### config.mk
export PLATFORM = sky130hd
export DESIGN_NAME = ad80305_dc_cal_ctrl
export DESIGN_NICKNAME = d
export VERILOG_FILES = /design/src/rtl/ad80305_dc_cal_ctrl.sv
export SDC_FILE = /design/constraint.sdc
export NUM_CORES = 1
export LEC_CHECK = 0
export BUFFER_PORTS_ARGS = -buffer_cell sky130_fd_sc_hd__buf_2
export CAP_MARGIN = 30
export CELL_PAD_IN_SITES_DETAIL_PLACEMENT = 0
export CELL_PAD_IN_SITES_GLOBAL_PLACEMENT = 2
export CORE_MARGIN = 2
export CORE_UTILIZATION = 35
export DETAILED_ROUTE_END_ITERATION = 10
export PLACE_DENSITY = 0.88
export SETUP_SLACK_MARGIN = 0.2
export SYNTH_ARGS = -nofsm -noshare
export SYNTH_HDL_FRONTEND = slang
export SYNTH_SLANG_ARGS = --single-unit
### constraint.sdc
create_clock -name i_fpga_clk_125p -period 4.8 [get_ports i_fpga_clk_125p]
set_input_delay 0 -clock i_fpga_clk_125p [delete_from_list [all_inputs] [get_ports i_fpga_clk_125p]]
set_output_delay 0 -clock i_fpga_clk_125p [all_outputs]
set_load 0.02 [all_outputs]
### src/rtl/ad80305_dc_cal_ctrl.sv
// DC offset calibration and correction for the AD80305 RX path.
// Averages 2^AVG_LOG2 raw I/Q samples after a settle period, then subtracts the selected correction.
module ad80305_dc_cal_ctrl #(
    parameter int AVG_LOG2    = 10,
    parameter int SETTLE_CYC  = 256,
    parameter int TIMEOUT_CYC = 65535
) (
    input  logic               i_fpga_clk_125p,
    input  logic               i_fpga_rst_125p,
    input  logic               i_cal_start,
    input  logic               i_dc_bypass,
    input  logic               i_dc_set_sw,
    input  logic signed [7:0]  i_dc_corr_idata,
    input  logic signed [7:0]  i_dc_corr_qdata,
    input  logic               i_iqdata_fp,
    input  logic signed [11:0] i_idata,
    input  logic signed [11:0] i_qdata,
    output logic               o_iqdata_fp,
    output logic signed [11:0] o_idata,
    output logic signed [11:0] o_qdata,
    output logic signed [11:0] o_aver_idata,
    output logic signed [11:0] o_aver_qdata,
    output logic               o_cal_busy,
    output logic               o_cal_done,
    output logic               o_cal_timeout
);
    localparam int AW    = 12 + AVG_LOG2;
    localparam int NSAMP = 1 << AVG_LOG2;
    localparam int CW    = $clog2(SETTLE_CYC + 1);
    localparam int SW    = AVG_LOG2 + 1;
    localparam int TW    = $clog2(TIMEOUT_CYC + 1);

    typedef enum logic [1:0] {IDLE, SETTLE, ACCUM, UPDATE} state_t;

    state_t                state;
    logic [CW-1:0]         cyc_cnt;
    logic [SW-1:0]         samp_cnt;
    logic [TW-1:0]         tmo_cnt;
    logic [TW-1:0]         tmo_inc;
    logic                  timeout_hit;
    logic                  last_samp;
    logic signed [AW-1:0]  acc_i;
    logic signed [AW-1:0]  acc_q;
    logic signed [11:0]    auto_i;
    logic signed [11:0]    auto_q;
    logic signed [11:0]    corr_i;
    logic signed [11:0]    corr_q;

    assign tmo_inc     = tmo_cnt + TW'(1);
    assign timeout_hit = (tmo_inc == TW'(TIMEOUT_CYC));
    assign last_samp   = i_iqdata_fp && (samp_cnt == SW'(NSAMP - 1));
    assign o_cal_busy  = (state != IDLE);

    always_ff @(posedge i_fpga_clk_125p or negedge i_fpga_rst_125p) begin
        if (!i_fpga_rst_125p) begin
            state         <= IDLE;
            cyc_cnt       <= '0;
            samp_cnt      <= '0;
            tmo_cnt       <= '0;
            acc_i         <= '0;
            acc_q         <= '0;
            auto_i        <= '0;
            auto_q        <= '0;
            o_aver_idata  <= '0;
            o_aver_qdata  <= '0;
            o_cal_done    <= 1'b0;
            o_cal_timeout <= 1'b0;
        end else begin
            o_cal_done    <= 1'b0;
            o_cal_timeout <= 1'b0;
            case (state)
                IDLE: begin
                    if (i_cal_start) begin
                        state    <= SETTLE;
                        cyc_cnt  <= '0;
                        samp_cnt <= '0;
                        tmo_cnt  <= '0;
                    end
                end
                SETTLE: begin
                    tmo_cnt <= tmo_inc;
                    cyc_cnt <= cyc_cnt + CW'(1);
                    if (timeout_hit) begin
                        state         <= IDLE;
                        o_cal_timeout <= 1'b1;
                    end else if (cyc_cnt == CW'(SETTLE_CYC - 1)) begin
                        state <= ACCUM;
                        acc_i <= '0;
                        acc_q <= '0;
                    end
                end
                ACCUM: begin
                    tmo_cnt <= tmo_inc;
                    if (i_iqdata_fp) begin
                        acc_i    <= acc_i + {{AVG_LOG2{i_idata[11]}}, i_idata};
                        acc_q    <= acc_q + {{AVG_LOG2{i_qdata[11]}}, i_qdata};
                        samp_cnt <= samp_cnt + SW'(1);
                    end
                    // Final sample beats a simultaneous timeout.
                    if (last_samp) begin
                        state <= UPDATE;
                    end else if (timeout_hit) begin
                        state         <= IDLE;
                        o_cal_timeout <= 1'b1;
                    end
                end
                UPDATE: begin
                    // Top 12 bits of the accumulator == arithmetic shift by AVG_LOG2 (floor).
                    o_aver_idata <= acc_i[AVG_LOG2 +: 12];
                    o_aver_qdata <= acc_q[AVG_LOG2 +: 12];
                    auto_i       <= acc_i[AVG_LOG2 +: 12];
                    auto_q       <= acc_q[AVG_LOG2 +: 12];
                    o_cal_done   <= 1'b1;
                    state        <= IDLE;
                end
                default: state <= IDLE;
            endcase
        end
    end

    always_comb begin
        corr_i = '0;
        corr_q = '0;
        if (!i_dc_bypass) begin
            if (i_dc_set_sw) begin
                corr_i = {{4{i_dc_corr_idata[7]}}, i_dc_corr_idata};
                corr_q = {{4{i_dc_corr_qdata[7]}}, i_dc_corr_qdata};
            end else begin
                corr_i = auto_i;
                corr_q = auto_q;
            end
        end
    end

    function automatic logic signed [11:0] sat_sub(input logic signed [11:0] s,
                                                   input logic signed [11:0] c);
        logic signed [12:0] d;
        d = {s[11], s} - {c[11], c};
        if (d > 13'sd2047)
            return 12'sh7FF;
        else if (d < -13'sd2048)
            return 12'sh800;
        else
            return d[11:0];
    endfunction

    always_ff @(posedge i_fpga_clk_125p or negedge i_fpga_rst_125p) begin
        if (!i_fpga_rst_125p) begin
            o_iqdata_fp <= 1'b0;
            o_idata     <= '0;
            o_qdata     <= '0;
        end else begin
            o_iqdata_fp <= i_iqdata_fp;
            if (i_iqdata_fp) begin
                o_idata <= sat_sub(i_idata, corr_i);
                o_qdata <= sat_sub(i_qdata, corr_q);
            end
        end
    end
endmodule

==> flow_metrics.py <==
metrics = {
    "min_path": {
        "hold_path.class": "input port to flop",
    },
    "cells_and_area": {
        "layout-drive-gt1-share": 0.161,
        "layout_common_cells": "dfrtp_1 (133), nand2_1 (111), buf_2 (96)",
        "layout.nets": 1262,
        "fillCellCount": 2716,
        "n_antenna_cell": 0,
        "multi_input_area_mm2": 0.00580,
        "final-seq-area_mm2": 0.00333,
        "area_growth_pct": 14.8,
        "final_common_cell": "dfrtp_1",
    },
    "yosys": {
        "avgSynthCellArea_um2": 9.02,
        "netlist_instances": 1051,
        "ys.warnings.count": 0,
        "synth_area_mm2": 0.00948,
        "seq_area_frac_synth": 0.351,
        "synth_edf_count": 0,
        "synth_seq_cells": 133,
        "synth_nets": 1180,
        "ys_types": 73,
        "async_reset_ff_frac": 1.00,
        "synthFlopType": "dfrtp_1",
    },
    "critical_path": {
        "crit_family": "simple AND/OR/NAND/NOR gates",
        "worstPathArrival_ns": 3.72,
        "crit_chain": "mux2i_1, or2_2, ha_1, nor2b_1, o21ai_0, a21oi_1, or3_1, and4_1, or3_1, a21oi_1, o31ai_1",
        "worstPathRequired_ns": 5.07,
        "cp-end-kind": "flop",
        "crit_slowest_cell": "a21oi_1",
        "path_class": "flop to flop",
        "max_stage_delay_ns": 0.65,
        "startpoint_type": "flop",
        "cp_max_fo": 11,
        "critPathBufInv": 0,
    },
    "clocking": {
        "cts_made_buffers": 17,
        "htreeDepth": 4,
        "cts_sinks": 133,
        "clk_latency_ns": 0.42,
        "clockBufferDepth": 2,
        "ctsResizeCount": 0,
        "cts_tree": "done",
        "clock-root-buffer": "clkbuf_16",
        "clk_pin_slew_ns": 0.06,
    },
    "floorplanning": {
        "dieArea_mm2": 0.0284,
        "num_rows": 60,
        "initial_core_util": 0.354,
        "ios": 98,
        "die_x_um": 169,
        "die_y_um": 169,
        "core_mm2": 0.0268,
    },
    "global_routing": {
        "track_usage": 0.175,
        "grt-ovfl-total": 0,
        "antenna_found_initial": 0,
        "grt_pass1_wl_um": 40300,
        "first_global_vias": 7822,
        "grt_max_degree": 77,
    },
    "timing": {
        "fin_crit_ns": 3.45,
        "worstMarginPinSlew_ns": 0.830,
        "max-slew-margin-rel": 0.446,
        "finalMaxSlewViolations": 0,
        "setup_viol": 0,
        "worst_slack_ns": 1.35,
        "hold_viol_final": 0,
        "fmax_mhz": 290,
        "rsz0062_at_grt": "no",
        "fin_skew_ns": 0.0129,
        "fin_crit_sh": 0.719,
        "fin_setup_tns_ns": 0,
    },
    "flow_run": {
        "drv_cap": 0,
    },
    "pwr": {
        "switchingPower_w": 0.00121,
        "sequentialPowerShare": 0.353,
        "p_leak_nw": 5.05,
        "pwr-share-comb": 0.262,
        "ir_drop_mv": 0.191,
        "p_int_w": 0.00240,
        "p_clk_frac": 0.385,
        "power.share.switching": 0.335,
        "p_per_area_mw_per_mm2": 331,
    },
    "placed_design": {
        "gp_congestion": 0.798,
        "dp_hpwl_um": 17500,
        "io_buffers": 97,
        "dp_slack_ns": 1.13,
    },
    "drt": {
        "ant_nets": 0,
        "drt_pre_antenna_iters": 5,
        "wl_per_cell_um": 16.1,
        "first_iter_violations": 446,
        "drcViolationCount": 0,
        "vias": 8005,
        "avgViaCountPerCell": 5.38,
        "wl_um": 24000,
    },
    "status": {
        "status": "completed",
    },
}
## area by class of cell
| class | count | share of cell area |
|---|---|---|
| Clock inverter | 8 | 0.0137 |
| Clock buffer | 24 | 0.0424 |
| Timing Repair Buffer | 109 | 0.0553 |
| Multi-Input combinational cell | 840 | 0.533 |
| Inverter | 32 | 0.0110 |
| Tap cell | 341 | 0.0392 |
| Sequential cell | 133 | 0.306 |
## cells by family after synthesis
family | count (synthesis) | synth area share
adders and majority gates | 83 | 0.113
buffers and inverters | 78 | 0.0376
and+or+nand+nor | 352 | 0.183
xor gates and xnor gates | 57 | 0.0526
AOI/OAI and AO/OA | 307 | 0.217
muxes | 41 | 0.0464
DFF | 133 | 0.351
## synthesized netlist by cell type (10+ instances only)
| cell | count | area share |
|---|---|---|
| dfrtp_1 | 133 | 0.35 |
| nand2_1 | 111 | 0.044 |
| ha_1 | 79 | 0.10 |
| nor2_1 | 67 | 0.027 |
| a21oi_1 | 65 | 0.034 |
| o21ai_0 | 56 | 0.030 |
| nand3_1 | 37 | 0.020 |
| o31ai_1 | 33 | 0.026 |
| a21o_1 | 32 | 0.025 |
| xor2_1 | 31 | 0.029 |
| inv_1 | 30 | 0.012 |
| clkbuf_1 | 26 | 0.010 |
| xnor2_1 | 26 | 0.024 |
| mux2_2 | 24 | 0.028 |
| nor3_1 | 21 | 0.011 |
| nand2b_1 | 20 | 0.013 |
| or2_2 | 18 | 0.012 |
| mux2i_1 | 17 | 0.018 |
| o21ai_1 | 16 | 0.0084 |
| nand4_1 | 15 | 0.0099 |
| or3_1 | 15 | 0.0099 |
| a211oi_1 | 14 | 0.011 |
| nor2b_1 | 11 | 0.0073 |
| o2bb2ai_1 | 11 | 0.010 |
| a31oi_1 | 10 | 0.0066 |
## per-layer routing
layer,wire (um),track usage
met5,0,0
met2,11000,0.285
met4,114,0.0281
met1,12000,0.245
met3,870,0.0341
## worst reg2reg max path, cell delays in order, from the launching register on
cell,delay (ns)
dfrtp_1,0.37
mux2i_1,0.07
or2_2,0.33
ha_1,0.27
nor2b_1,0.13
o21ai_0,0.23
a21oi_1,0.12
or3_1,0.41
and4_1,0.23
or3_1,0.34
a21oi_1,0.65
o31ai_1,0.16
## state kept, by name, indices dropped and copies added, names as in the netlist
name and count:
auto_i 12, cyc_cnt 9, state 2, o_qdata 12
o_iqdata_fp 1, o_cal_timeout 1, acc_q 22, tmo_cnt 16
acc_i 22, o_cal_done 1, samp_cnt 11, auto_q 12
o_idata 12
## stage by stage
stage               power [W]  instances  hold slack, ns  utilization  instance area (um2)
floorplan             0.00201       1051          -0.296            -                 9480
global placement      0.00224       1449          0.0980        0.381                10200
detailed placement    0.00224       1450           0.101        0.382                10200
CTS                   0.00366       1487          0.0703        0.406                10900
global route          0.00384       1487          0.0932        0.406                10900
finish                0.00361       1487          0.0803        0.406                10900
## power by group through the flow
| stage | combinational (W) | sequential [W] | clock (W) |
|---|---|---|---|
| after detailed placement | 0.000950 | 0.00129 | 0 |
| after floorplan | 0.000685 | 0.00132 | 0 |
| after global placement | 0.000948 | 0.00129 | 0 |
| after CTS | 0.000956 | 0.00127 | 0.00143 |
| final | 0.000944 | 0.00127 | 0.00139 |
| after global routing | 0.00107 | 0.00129 | 0.00148 |
## path summary, 6_finish.rpt
| check | startpoint | end | slack, ns | cells after the start |
|---|---|---|---|---|
| setup / recovery | auto_q[1] | o_qdata[6] | 1.35 | 11 |
| hold / removal | i_qdata[4] | acc_q[4] | 0.08 | 5 |
| setup reg to reg | auto_q[1] | o_qdata[6] | 1.35 | 11 |
| hold reg to reg | acc_i[0] | acc_i[0] | 0.47 | 2 |
| max in group asynchronous | i_fpga_rst_125p | acc_q[9] | 3.40 | 3 |
| min in group asynchronous | i_fpga_rst_125p | acc_i[8] | 0.20 | 2 |
## repair_timing
item | 4_1_cts | 5_1_grt
hold buffers | 5 | 0
endpoints found under the setup margin | 0 | 0
setup buffers | 0 | 0
hold endpoints to repair | 84 | 0
Power figures use the tool's default switching activity.
